<file path="config.mk">
export PLATFORM = sky130hd
export DESIGN_NAME = naval_board_ctrl
export DESIGN_NICKNAME = d
export VERILOG_FILES = /design/src/rtl/naval_pkg.sv /design/src/rtl/naval_scan.sv /design/src/rtl/naval_board_ctrl.sv
export SDC_FILE = /design/constraint.sdc
export NUM_CORES = 1
export LEC_CHECK = 0
export BUFFER_PORTS_ARGS = -buffer_cell sky130_fd_sc_hd__buf_2
export CAP_MARGIN = 20
export CORE_ASPECT_RATIO = 1.5
export CORE_MARGIN = 2
export CORE_UTILIZATION = 61
export CTS_CLUSTER_DIAMETER = 200
export CTS_CLUSTER_SIZE = 20
export DETAILED_ROUTE_END_ITERATION = 8
export PLACE_DENSITY = 0.8
export SETUP_SLACK_MARGIN = 0.02
export SKIP_LAST_GASP = 1
export SLEW_MARGIN = 40
export SYNTH_ARGS = -nofsm -noshare
export SYNTH_HDL_FRONTEND = slang
export SYNTH_SLANG_ARGS = --single-unit
</file>
<file path="constraint.sdc">
create_clock -name clk -period 3.8 [get_ports clk]
set_input_delay 0.19 -clock clk [delete_from_list [all_inputs] [get_ports clk]]
set_output_delay 0.19 -clock clk [all_outputs]
set_load 0.01 [all_outputs]
</file>
<file path="src/rtl/naval_pkg.sv">
// Shared types for the naval board controller: FSM states, mode codes, fleet layouts.
// Latency: none (types and a pure function only).
// Backpressure: none.
package naval_pkg;

    typedef enum logic [2:0] {
        ST_IDLE   = 3'd0,
        ST_PLACE  = 3'd1,
        ST_ARMED  = 3'd2,
        ST_ATTACK = 3'd3,
        ST_OVER   = 3'd4
    } state_e;

    localparam logic [1:0] MODE_IDLE   = 2'd0;
    localparam logic [1:0] MODE_PLACE  = 2'd1;
    localparam logic [1:0] MODE_ATTACK = 2'd2;
    localparam logic [1:0] MODE_HOLD   = 2'd3;

    // Layouts live on a fixed 8x8 grid, bit index = row*8 + col. Cells outside
    // the grid (or outside a smaller board) are simply never ships, so any
    // ROWS/COLS combination elaborates cleanly.
    //   0: col 0 rows 0-2, row 4 cols 2-3
    //   1: col 4 rows 0-1, row 6 cols 1-2, (3,3)
    //   2: row 0 cols 1-3, col 0 rows 5-6
    //   3: col 2 rows 2-3, (5,4)
    function automatic logic preset_cell(input logic [1:0] sel, input int r, input int c);
        logic [63:0] map;
        case (sel)
            2'd0:    map = 64'h0000_000C_0001_0101;
            2'd1:    map = 64'h0006_0000_0800_1010;
            2'd2:    map = 64'h0001_0100_0000_000E;
            default: map = 64'h0000_1000_0404_0000;
        endcase
        if (r < 0 || r >= 8 || c < 0 || c >= 8) begin
            return 1'b0;
        end
        return map[{r[2:0], c[2:0]}];
    endfunction

endpackage

</file>
<file path="src/rtl/naval_scan.sv">
// LED matrix column scanner: prescaler, column counter and one-hot column drive.
// Latency: m_col registered; column advances on the edge where the prescaler hits SCAN_DIV-1.
// Backpressure: none, free-running.
module naval_scan #(
    parameter int COLS     = 5,
    parameter int SCAN_DIV = 1024
) (
    input  logic                    clk,
    input  logic                    clr_n,
    output logic                    adv,
    output logic [$clog2(COLS)-1:0] col_nxt,
    output logic [COLS-1:0]         m_col
);
    import naval_pkg::*;

    localparam int          CW       = $clog2(COLS);
    localparam logic [15:0] PRE_LAST = 16'(SCAN_DIV - 1);

    logic [15:0]     pre_q, pre_d;
    logic [CW-1:0]   col_q, col_d;
    logic [COLS-1:0] m_col_q, m_col_d;
    logic            tc;

    // Prescaler terminal count steps the column; the decode uses the new index
    // so m_col and the top-level m_line refresh on the same edge.
    always_comb begin
        tc    = (pre_q == PRE_LAST);
        pre_d = tc ? 16'd0 : pre_q + 16'd1;
        col_d = col_q;
        if (tc) begin
            col_d = (col_q == CW'(COLS - 1)) ? '0 : col_q + 1'b1;
        end
        m_col_d        = '0;
        m_col_d[col_d] = 1'b1;
    end

    // Scan state registers.
    always_ff @(posedge clk or negedge clr_n) begin
        if (!clr_n) begin
            pre_q   <= '0;
            col_q   <= '0;
            m_col_q <= COLS'(1);
        end else begin
            pre_q   <= pre_d;
            col_q   <= col_d;
            m_col_q <= m_col_d;
        end
    end

    assign adv     = tc;
    assign col_nxt = col_d;
    assign m_col   = m_col_q;

endmodule

</file>
<file path="src/rtl/naval_board_ctrl.sv">
// Battleship-style board controller: fleet placement, shot resolution, LED matrix drive.
// Latency: hit/miss/game_over/state one cycle after confirm; m_line refreshes with each column advance.
// Backpressure: none; confirm/step pulses are acted on immediately or dropped. Build option REVEAL_EN.
module naval_board_ctrl #(
    parameter int ROWS      = 7,
    parameter int COLS      = 5,
    parameter int SHOTS_MAX = 15,
    parameter int SCAN_DIV  = 1024
) (
    input  logic                         clk,
    input  logic                         clr_n,
    input  logic [1:0]                   mode,
    input  logic [1:0]                   preset_sel,
    input  logic                         confirm,
    input  logic                         step,
    output logic [COLS-1:0]              m_col,
    output logic [ROWS-1:0]              m_line,
    output logic [$clog2(ROWS)-1:0]      cursor_row,
    output logic [$clog2(COLS)-1:0]      cursor_col,
    output logic                         hit,
    output logic                         miss,
    output logic                         game_over,
    output logic [$clog2(SHOTS_MAX+1)-1:0] shots,
    output logic [2:0]                   state
);
    import naval_pkg::*;

    localparam int RW = $clog2(ROWS);
    localparam int CW = $clog2(COLS);
    localparam int SW = $clog2(SHOTS_MAX + 1);

    // Matrices are column-major so one scanned column is a single ROWS-wide slice.
    logic [COLS-1:0][ROWS-1:0] pos_q, pos_d, atk_q, atk_d, preset_mat;
    state_e          state_q, state_d;
    logic [RW-1:0]   row_q, row_d;
    logic [CW-1:0]   col_q, col_d;
    logic [SW-1:0]   shots_q, shots_d;
    logic            over_q, over_d, hit_q, hit_d, miss_q, miss_d;
    logic [ROWS-1:0] m_line_q, m_line_d, lit;
    logic [1:0]      sync_q, sync_d;
    logic            sync_ok, hold, cell_hit, shot_ok, step_ok;
    logic            scan_adv;
    logic [CW-1:0]   scan_col;

    naval_scan #(
        .COLS     (COLS),
        .SCAN_DIV (SCAN_DIV)
    ) u_scan (
        .clk     (clk),
        .clr_n   (clr_n),
        .adv     (scan_adv),
        .col_nxt (scan_col),
        .m_col   (m_col)
    );

    // Expand the selected fleet layout to the board size.
    always_comb begin
        preset_mat = '0;
        for (int c = 0; c < COLS; c++) begin
            for (int r = 0; r < ROWS; r++) begin
                preset_mat[c][r] = preset_cell(preset_sel, r, c);
            end
        end
    end

    // Two-flop release synchroniser; the FSM stays in IDLE until it reads 1.
    always_comb begin
        sync_d  = {sync_q[0], 1'b1};
        sync_ok = sync_q[1];
    end

    // Game FSM, cursor, matrices and shot bookkeeping. Mode 3 freezes everything.
    always_comb begin
        state_d  = state_q;
        pos_d    = pos_q;
        atk_d    = atk_q;
        row_d    = row_q;
        col_d    = col_q;
        shots_d  = shots_q;
        over_d   = over_q;
        hit_d    = 1'b0;
        miss_d   = 1'b0;
        hold     = (mode == MODE_HOLD);
        cell_hit = pos_q[col_q][row_q];
        shot_ok  = (state_q == ST_ATTACK) && confirm && !hold && !atk_q[col_q][row_q];
        step_ok  = step && !hold && ((state_q == ST_ARMED) || (state_q == ST_ATTACK));

        // Cursor walks down a column, then on to the next column, wrapping at the end.
        if (step_ok) begin
            if (row_q == RW'(ROWS - 1)) begin
                row_d = '0;
                col_d = (col_q == CW'(COLS - 1)) ? '0 : col_q + 1'b1;
            end else begin
                row_d = row_q + 1'b1;
            end
        end

        case (state_q)
            ST_IDLE: begin
                if (mode == MODE_PLACE && sync_ok) begin
                    state_d = ST_PLACE;
                end
            end
            ST_PLACE: begin
                if (confirm && !hold) begin
                    state_d = ST_ARMED;
                    pos_d   = preset_mat;
                    atk_d   = '0;
                    shots_d = '0;
                    row_d   = '0;
                    col_d   = '0;
                end
            end
            ST_ARMED: begin
                if (mode == MODE_ATTACK) begin
                    state_d = ST_ATTACK;
                end
            end
            ST_ATTACK: begin
                // Shot uses the pre-step cursor; hits are a subset of ship cells,
                // so "hit count == ship count" is "no ship cell left unattacked".
                if (shot_ok) begin
                    atk_d[col_q][row_q] = 1'b1;
                    shots_d = shots_q + 1'b1;
                    hit_d   = cell_hit;
                    miss_d  = !cell_hit;
                    if ((cell_hit && ((pos_q & ~atk_d) == '0)) ||
                        (shots_d == SW'(SHOTS_MAX))) begin
                        over_d  = 1'b1;
                        state_d = ST_OVER;
                    end
                end
            end
            ST_OVER: state_d = ST_OVER;
            default: state_d = ST_IDLE;
        endcase

        // mode 0 wins from any state and wipes the game.
        if (mode == MODE_IDLE) begin
            state_d = ST_IDLE;
            pos_d   = '0;
            atk_d   = '0;
            shots_d = '0;
            over_d  = 1'b0;
            hit_d   = 1'b0;
            miss_d  = 1'b0;
        end
    end

    // Content of the column about to be scanned; 1 = LED lit (inverted onto m_line).
    always_comb begin
        lit = '0;
        case (state_q)
            ST_PLACE: lit = preset_mat[scan_col];
            ST_ARMED, ST_ATTACK: begin
                lit = pos_q[scan_col] & atk_q[scan_col];
                if (col_q == scan_col) begin
                    lit[row_q] = 1'b1;
                end
            end
            ST_OVER: begin
`ifdef REVEAL_EN
                lit = pos_q[scan_col] ^ (pos_q[scan_col] & atk_q[scan_col]);
`else
                lit = pos_q[scan_col] & atk_q[scan_col];
`endif
            end
            default: lit = '0;
        endcase
        m_line_d = scan_adv ? ~lit : m_line_q;
    end

    // All controller state.
    always_ff @(posedge clk or negedge clr_n) begin
        if (!clr_n) begin
            sync_q   <= '0;
            state_q  <= ST_IDLE;
            pos_q    <= '0;
            atk_q    <= '0;
            row_q    <= '0;
            col_q    <= '0;
            shots_q  <= '0;
            over_q   <= 1'b0;
            hit_q    <= 1'b0;
            miss_q   <= 1'b0;
            m_line_q <= '1;
        end else begin
            sync_q   <= sync_d;
            state_q  <= state_d;
            pos_q    <= pos_d;
            atk_q    <= atk_d;
            row_q    <= row_d;
            col_q    <= col_d;
            shots_q  <= shots_d;
            over_q   <= over_d;
            hit_q    <= hit_d;
            miss_q   <= miss_d;
            m_line_q <= m_line_d;
        end
    end

    assign m_line     = m_line_q;
    assign cursor_row = row_q;
    assign cursor_col = col_q;
    assign hit        = hit_q;
    assign miss       = miss_q;
    assign game_over  = over_q;
    assign shots      = shots_q;
    assign state      = state_q;

endmodule

</file>
Yosys cells after proc, flatten, opt, wreduce, memory -nomap -nowiden. Index checks and enable logic that the tools add are counted.

Register bits: 119. Output and inout port bits: 28. Word-level logic and storage cells: 153.

Add/sub/neg operators: 5. Order comparisons: 6. Equal/unequal tests: 20. Multiplexer cells: 63. Bitwise operators: 6. Reduce and logical (&&, ||, !) cells: 31.

Operator list (number): two-way mux 35 bit (6); case mux 51 bit (3 select lines) (1); binary-select mux 7 bit (select 3 bit) (5); case mux 35 bit (2 select lines) (1); two-way mux 3 bit (17); two-way mux 7 bit (7); AND 35 bit (1); logical NOT 35 bit (1); NOT 35 bit (1); bitwise OR 35 bit (1); demux 7 bit (select 3 bit) (1); case mux 7 bit (3 select lines) (1); adder 16 x 1 -> 16 bit, second input constant (1); equality test 16 x 10 -> 1 bit, second input constant (1); two-way mux 16 bit (1); case mux 3 bit (5 select lines) (1); two-way mux 1 bit (14); equality test 3 bit, second input constant (4); < comparator 3 x 4 -> 1 bit, second input constant (3); two-way mux 4 bit (3); logical AND 1 bit (11); nonzero test 2 bit (5); adder 3 x 1 -> 3 bit, second input constant (3); >= comparator 3 x 1 -> 1 bit, second input constant (3); other kinds (25) (38).

Depth between registers and ports, before layout. Gate-level depths: netlist (run 1).

Depth after elaboration: 16. Mapped depth: 12. Mapped depth without buffers: 10.

Cells and area by module. From an unflattened synthesis (run 1), not the netlist that was laid out.

Cells, all modules: 552. Area total of the unflattened synthesis: 5053.6 sq um.

Modules (own cells, without submodules): naval_board_ctrl (instances 1, cells an instance 446, area each 3915.0 sq um, seq. area each 1610.3 sq um); naval_scan (instances 1, cells an instance 106, area each 1138.6 sq um, seq. area each 601.8 sq um).

Worst setup path after synthesis (run 1). Ideal clock, no wire load.

Path kind: reg-to-reg. Start: register u_scan.pre_q[10]. End: register m_line_q[4] (netlist: m_line[4]). Library setup time: 73 ps. Arrival time: 2626 ps. Required time: 3727 ps. Setup slack: 1101 ps. Stages on the path, launching flop included: 9. Path buffers: 1. Path through: dfrtp_1 > or4_4 > nor4_4 > mux2_2 > buf_4 > mux2_1 > a32oi_1 > o32ai_1 > a21oi_1.

Cells in the longest elaborated chain, start to end: 9. Elaborated cells on any way between the ends: 14. Those cells by class: eq/ne (2); mux (9); bitwise (3).

RTL lines: start: declaration (RTL line naval_scan.sv:19) `logic [15:0] pre_q, pre_d;`; start signal: assignment (RTL line naval_scan.sv:44) `pre_q <= pre_d;`; equality test 16 x 10 -> 1 bit * (RTL line naval_scan.sv:27) `tc = (pre_q == PRE_LAST);`; two-way mux 3 bit * (RTL line naval_scan.sv:30) `if (tc) begin`; via scan_col[0] (RTL line naval_board_ctrl.sv:43) `logic [CW-1:0] scan_col;`; binary-select mux 7 bit (select 3 bit) (RTL line naval_board_ctrl.sv:156, naval_board_ctrl.sv:165); two-way mux 7 bit (implied by the code) (RTL line naval_board_ctrl.sv:156, naval_board_ctrl.sv:165); AND 7 bit (RTL line naval_board_ctrl.sv:156, naval_board_ctrl.sv:165); bitwise OR 7 bit (no line); two-way mux 7 bit (RTL line naval_board_ctrl.sv:157) `if (col_q == scan_col) begin`; case mux 7 bit (3 select lines) * (RTL line naval_board_ctrl.sv:153) `case (state_q)`; NOT 7 bit * (RTL line naval_board_ctrl.sv:170) `m_line_d = scan_adv ? ~lit : m_line_q;`; end signal: assignment (RTL line naval_board_ctrl.sv:198) `m_line_q <= m_line_d;`; end: declaration (RTL line naval_board_ctrl.sv:39) `logic [ROWS-1:0] m_line_q, m_line_d, lit;`.

The timed path passes the listed nets; every way through them passes the cells marked *. The select of a mux whose other input is x is not followed. A chain may end at the register's enable or synchronous reset.

Worst setup path in the final report (run 1).
Start: register u_scan.pre_q[10]. End: register m_line_q[6] (netlist: m_line[6]).

Cells in the longest elaborated chain, start to end: 9. Elaborated cells on any way between the ends: 14. Those cells by class: eq/ne (2); mux (9); bitwise (3).

RTL lines (RTL line): equality test 16 x 10 -> 1 bit * (naval_scan.sv:27); two-way mux 3 bit (naval_scan.sv:30); binary-select mux 7 bit (select 3 bit) (naval_board_ctrl.sv:156, naval_board_ctrl.sv:165); two-way mux 7 bit (implied by the code) (naval_board_ctrl.sv:156, naval_board_ctrl.sv:165); AND 7 bit (naval_board_ctrl.sv:156, naval_board_ctrl.sv:165); bitwise OR 7 bit (no line); two-way mux 7 bit (naval_board_ctrl.sv:157); case mux 7 bit (3 select lines) (naval_board_ctrl.sv:153); NOT 7 bit (naval_board_ctrl.sv:170).

Every way passes the cells marked *; elsewhere a longest branch is shown, timed or not. The select of a mux whose other input is x is not followed.

==> metrics.csv, run 1 <==
stage,metric,value,unit
run_status,status,"complete, no violations",
die,total core area,8360,um2
sta,worst slew pin tran,0.708,ns
route,first-pass detailed-route iteration total,7,
worst_setup_path,Worst Path Arrival,3.31,ns
worst_setup_path,Critical Path RT,4.08,ns
yosys,Mapped Cells,585,
sta,max-slew violation count,0,
grt,largest net degree at the start of global routing,50,
finish,final core occ,69.4,%
placed_design,pre-CTS setup slack,0.792,ns
sta,worst setup margin,0.769,ns
worst_setup_path,crit path kind,reg2reg,
yosys,fraction of registers with async set/reset,100,%
worst_setup_path,Critical Path Sink Type,flip-flop,
clocking,CTS clock-pin slew for the worst setup and hold paths,0.07,ns
die,num rows,41,
yosys,ys flop type,dfrtp_1,
yosys,cell area after synthesis,5190,um2
grt,grt ovf,0,
worst_setup_path,WP buf/inv,1,
sta,Fin. Hold Viols,0,
grt,initial antenna violation count,0,
power,leakage power,2.49,nW
placed_design,PortBufs,35,
yosys,Yosys cell types,71,
placed_design,HPWL Detailed,10200,um
yosys,top-area cell type share of the netlist area,38.6,%
finish,layout overhead on the synthesized area,11.8,%
yosys,"FF+latch count, synth",88,
job,maxcap violations,0,
route,DRC violations left,0,
clocking,Num CTS Buffers,9,
clocking,Post-CTS Setup Repair Bufs,0,
clocking,clk_lat worst skew,0.35,ns
die,initial core utilization,62.1,%
sta,unrepaired setup endpoints after global routing,no,
sta,fmax,0.330,GHz
die,die height,117,um
hold_path,Min-Delay Path Class,in2reg,
yosys,yosys warns,0,
grt,GRT Util Overall,32.1,%
worst_setup_path,cells along the critical path,or4_4 -> nor4_4 -> buf_4 -> mux2_2 -> xnor2_1 -> nor4b_4 -> a211oi_1 -> o31a_1,
yosys,"area leader, netlist",dfrtp_1,
worst_setup_path,CP max stage cell,or4_4,
die,total die area,9280,um2
route,final wirelength,14200,um
clocking,H-tree levels,3,
worst_setup_path,Worst path max stage delay,0.60,ns
yosys,Post-synth EDFFs,0,
route,iteration-0 DRC count of the detailed router,460,
yosys,"top cells by area, synth","dfrtp_1 39%, nor2_1 6.9%, a21oi_1 4.3%",
placed_design,gpl congestion,0.991,
yosys,Mapped Avg Cell Area,8.87,um2
route,Routed WL per cell,19.6,um
clocking,CTS Sinks,88,
power,Max VDD drop,0.374,mV
power,power density cells,447,nW/um2
yosys,Mapped Nets,600,
sta,# setup viols final,0,
yosys,sequential share of the synthesized area,42.6,%
sta,Setup Skew,0.00631,ns
finish,nets@finish,628,
route,Vias/cell,6.55,
worst_setup_path,CP max FO,15,
sta,crit share post-route,79.8,%
clocking,CTS tree,built,
sta,slew margin rel.,52.4,%
die,I/O Pins,36,
worst_setup_path,cell family with most CP delay,simple AND/OR/NAND/NOR gates,
grt,first-pass GRT wire length,22800,um
clocking,clk root buf,clkbuf_16,
route,remaining antenna violation count,0,
clocking,clk buf depth,2,
worst_setup_path,Startpoint Class,flip-flop,
route,total number of vias,4752,
finish,layout cell share with drive strength beyond 1,16.3,%
die,Die Width,79.3,um
grt,vias in the first global route,4646,
finish,Antenna diodes,0,
sta,Setup TNS,0,ns
sta,Final Critical Period,3.03,ns
kinds of logic (layout without fill, tap and decap cells):
family,after synthesis,in the layout,synth area share [%]
AOI/OAI and AO/OA,148,148,18.8
xor gates and xnor gates,22,22,4.07
adders and majority gates,7,7,1.69
buffers and inverters,52,85,4.10
DFF,88,88,42.6
muxes,22,22,4.72
other,1,1,0.0722
and+or+nand+nor,245,245,23.9
timing repair:
| item | in CTS | in global routing |
|---|---|---|
| resized for setup | 0 | 0 |
| endpoints found under the hold margin | 40 | 0 |
| endpoints found under the setup margin | 0 | 0 |
| hold buffers | 1 | 0 |
path summary, 6_finish.rpt:
path,slack (ns),startpoint,to,cells after the start
setup / recovery,0.77,u_scan.pre_q[10],m_line[6],8
hold / removal,0.21,preset_sel[0],pos_q[17],3
setup reg to reg,0.77,u_scan.pre_q[10],m_line[6],8
hold reg to reg,0.36,sync_q[0],sync_q[1],0
max in group asynchronous,2.41,clr_n,cursor_col[2],3
min in group asynchronous,0.40,clr_n,u_scan.m_col[1],2
tightest hold or removal path, stage by stage:
cell and delay, ns:
buf_2 0.16, nand3_1 0.10, a21oi_1 0.06
cells in the final DEF, fill, tap and decap left out, types with 4 or more instances in the layout:
| master | count |
|---|---|
| nor2_1 | 95 |
| and2_1 | 8 |
| buf_4 | 17 |
| nor4_1 | 7 |
| mux2_2 | 5 |
| a31oi_1 | 20 |
| nand2_1 | 43 |
| nor2b_1 | 6 |
| o211ai_1 | 8 |
| nand4_1 | 5 |
| a41oi_1 | 9 |
| dfrtp_1 | 79 |
| buf_2 | 34 |
| a32oi_1 | 6 |
| o31ai_1 | 4 |
| nand3b_1 | 8 |
| xnor2_1 | 11 |
| nand3_1 | 25 |
| a21oi_1 | 45 |
| xor2_1 | 10 |
| mux2i_1 | 14 |
| clkbuf_16 | 9 |
| ha_1 | 7 |
| nor3_1 | 12 |
| and3_1 | 10 |
| o32ai_1 | 4 |
| inv_1 | 15 |
| o21ai_0 | 20 |
| dfstp_2 | 8 |
| nand2b_1 | 6 |
registers in the layout, summed over array words and instances, names as in the netlist, 2 cells and up:
| name | count |
|---|---|
| atk_q | 35 |
| cursor_col | 3 |
| cursor_row | 3 |
| m_line | 7 |
| pos_q | 4 |
| shots | 4 |
| state | 3 |
| sync_q | 2 |
| u_scan.col_q | 3 |
| u_scan.m_col | 5 |
| u_scan.pre_q | 16 |
stage by stage:
| step | hold WS [ns] | power, mW | instance area, um2 | cells |
|---|---|---|---|---|
| after global placement | 0.232 | 1.65 | 5480 | 708 |
| final | 0.205 | 2.60 | 5810 | 725 |
| after global routing | 0.243 | 2.69 | 5810 | 725 |
| after CTS | 0.206 | 2.58 | 5810 | 725 |
| after detailed placement | 0.246 | 1.66 | 5480 | 708 |
| after floorplan | -0.106 | 1.45 | 5190 | 585 |
power by group:
| part | internal (mW) | switching (mW) |
|---|---|---|
| Combinational | 0.199 | 0.380 |
| Clock | 0.550 | 0.384 |
| Sequential | 0.972 | 0.111 |
metal layers:
layer | up-vias | GRT usage (%) | share of wire (%)
li1 | 2167 | - | -
met3 | 68 | 5.21 | 6.4
met2 | 248 | 55.0 | 51
met1 | 2269 | 37.6 | 37
met5 | - | 0 | 0
met4 | 0 | 20.0 | 5.3
cells in the mapped netlist, types with 7 or more instances:
cell type and count:
nor2_1 95, dfrtp_1 80, a21oi_1 45, nand2_1 43, clkbuf_1 27, nand3_1 25
a31oi_1 20, o21ai_0 20, inv_1 15, mux2i_1 14, nor3_1 13, xnor2_1 11
and3_1 10, xor2_1 10, a41oi_1 9, and2_1 8, dfstp_2 8, nand3b_1 8
o211ai_1 8, ha_1 7, nor4_1 7
final cells by class:
type                       instances  area, um2
tap                              107        134
inverter                          17       63.8
multi-input combinational        445       2770
sequential                        88       2210
clock inverter                     5       62.6
clock buffer                      11        253
fill                             643       2560
timing repair buffer              52        308
No activity file was read; power rests on OpenSTA's default activity.
==> run 2: changes to the inputs <==
Settings changed: CORE_UTILIZATION 61 to 55, PLACE_DENSITY 0.8 to 0.77.
Clock period 3.8 ns to 2.6 ns, I/O delays scaled along.
==> run 2 against run 1 <==
  * The flow now finishes with violations (negative setup slack)
  * Setup slack worse by 1.0 ns
  * Sequential power grew 42%
  * Clock power grew 35%
  * Via count grew 8.4%
  * Global-route usage decreased by 0.18 points
  * Final area is 12% higher
  * Total power up 51%
  * Hold slack worse by 0.028 ns
  * Maximum frequency increased by 6.0%
  * Critical path type unchanged
==> metrics.csv, run 2 (synthesis results as in run 1) <==
stage,metric,value,unit
worst_setup_path,Startpoint Class,flip-flop,
worst_setup_path,crit path kind,reg2reg,
die,Die Width,83.3,um
worst_setup_path,Critical Path Sink Type,flip-flop,
clocking,CTS clock-pin slew for the worst setup and hold paths,0.07,ns
route,Routed WL per cell,20.1,um
worst_setup_path,Worst Path Arrival,3.13,ns
sta,# setup viols final,7,
worst_setup_path,reg2reg path depth,10,
placed_design,gpl congestion,1.03,
route,total number of vias,5153,
placed_design,HPWL Detailed,11400,um
grt,initial antenna violation count,0,
run_status,status,"complete, but fails checks",
route,first-pass detailed-route iteration total,6,
sta,slew margin rel.,60.2,%
grt,largest net degree at the start of global routing,47,
clocking,H-tree levels,3,
placed_design,PortBufs,35,
die,num rows,43,
worst_setup_path,cells along the critical path,or4bb_4 -> nor4_4 -> buf_4 -> mux2_4 -> xnor2_4 -> nor2_2 -> nor4b_4 -> buf_4 -> buf_4 -> a211oi_2,
worst_setup_path,CP max stage cell,or4bb_4,
finish,layout cell share with drive strength beyond 1,27.8,%
power,leakage power,2.90,nW
sta,Final Critical Period,2.86,ns
finish,nets@finish,701,
sta,Setup Skew,0.00839,ns
worst_setup_path,CP max FO,5,
clocking,Num CTS Buffers,9,
clocking,CTS Sinks,88,
die,die height,123,um
worst_setup_path,Critical Path RT,2.87,ns
route,remaining antenna violation count,0,
power,power density cells,603,nW/um2
finish,largest reg by FF count,atk_q,
finish,"commonest non-fill, non-tap cell in the layout",nor2_1,
die,total die area,10200,um2
clocking,clk buf depth,2,
route,DRC violations left,0,
sta,Fin Hold WS,0.177,ns
sta,worst setup margin,-0.259,ns
clocking,clk_lat worst skew,0.35,ns
route,final wirelength,16200,um
power,Max VDD drop,0.458,mV
worst_setup_path,R2R Path Start,u_scan.pre_q[14],
power,Final Power,3.92,mW
worst_setup_path,Worst path most repeated cell,buf_4,
clocking,clk root buf,clkbuf_16,
die,I/O Pins,36,
die,total core area,9200,um2
finish,most frequent cells in the layout,"94 x nor2_1, 82 x buf_4, 77 x dfrtp_1, 43 x nand2_1, 42 x a21oi_1",
hold_path,Min-Delay Path Class,in2reg,
worst_setup_path,cell family with most CP delay,simple AND/OR/NAND/NOR gates,
finish,final core occ,70.7,%
route,iteration-0 DRC count of the detailed router,392,
die,initial core utilization,56.4,%
sta,fmax,0.350,GHz
hold_path,worst hold endpoint,pos_q[24],
finish,layout overhead on the synthesized area,25.3,%
sta,max-slew violation count,0,
worst_setup_path,reg2reg setup slack,-0.26,ns
hold_path,hold path cells,3,
grt,vias in the first global route,5092,
grt,first-pass GRT wire length,25600,um
sta,unrepaired setup endpoints after global routing,yes,
sta,worst slew pin tran,0.597,ns
finish,cell area after layout,6510,um2
finish,max FFs per register,35,
run_status,failing checks,negative setup slack,
hold_path,worst min-delay path startpoint,preset_sel[0],
finish,Antenna diodes,0,
clocking,CTS tree,built,
worst_setup_path,Worst path max stage delay,0.59,ns
job,maxcap violations,0,
grt,GRT Util Overall,31.9,%
sta,crit share post-route,110,%
route,Vias/cell,6.42,
sta,Fin. Hold Viols,0,
worst_setup_path,WP buf/inv,3,
grt,grt ovf,0,
placed_design,placed inst area,5960,um2
worst_setup_path,reg2reg end,m_line[1],
## run 2: changes by cell type in the layout (fill, tap and decap cells not counted), sizes merged
cell / change
buf: +72
clkbuf: +3
clkinv: +2
clkinvlp: -2
inv: -2
bufinv: -1
mux2: +1
## run 2: tightest hold or removal path, cell delays in order
cell and delay (ns):
buf_2 0.18, nand3b_1 0.11, a21oi_1 0.06
## run 2: how the worst max path moves through the flow
stage / startpoint / endpoint / slack [ns] / cells past startpoint
final: u_scan.pre_q[14] / m_line[1] / -0.26 / 10
after global routing: u_scan.pre_q[14] / m_line[1] / -0.32 / 10
after CTS: u_scan.pre_q[10] / m_line[3] / -0.14 / 9
after detailed placement: u_scan.pre_q[15] / m_line[3] / -0.13 / 8
after global placement: u_scan.pre_q[15] / m_line[3] / -0.08 / 8
after floorplan: u_scan.pre_q[15] / m_line[4] / -0.03 / 8
## run 2: repair_timing
action / in CTS / in global routing
endpoints found under the hold margin: 39 / 0
endpoints found under the setup margin: 8 / 21
pin swaps: 3 / 13
cloned: 0 / 1
hold buffers: 1 / 0
setup buffers: 2 / 13
gates resized for setup: 6 / 23
## run 2: area by class of cell
class,instances,area [um2]
multi-input cells,446,2910
fillers,732,2690
flip-flops and latches,88,2220
repair buffers,124,892
clock buffers,14,274
well taps,112,140
inverters,17,63.8
clock inverters,2,13.8
## run 2: per-stage QoR
step	setup slack [ns]	std cells	setup TNS, ns
detailed placement	-0.135	771	-0.842
global placement	-0.0812	771	-0.453
CTS	-0.144	790	-0.911
floorplan	-0.0297	585	-0.0670
finish	-0.259	803	-1.65
global route	-0.320	803	-2.07
## run 2: power by group
part | internal (mW) | switching, mW
logic | 0.443 | 0.688
clock network | 0.727 | 0.537
registers | 1.42 | 0.105
## run 2: per-layer routing
layer  vias up  share of wire (%)  GRT usage [%]  routed length, um
met3       100                6.5           5.61               1050
li1       2309                  -              -                  -
met4         0                7.2           24.0               1170
met5         -                  0              0                  0
met1      2500                 36           34.7               5870
met2       244                 50           55.6               8070
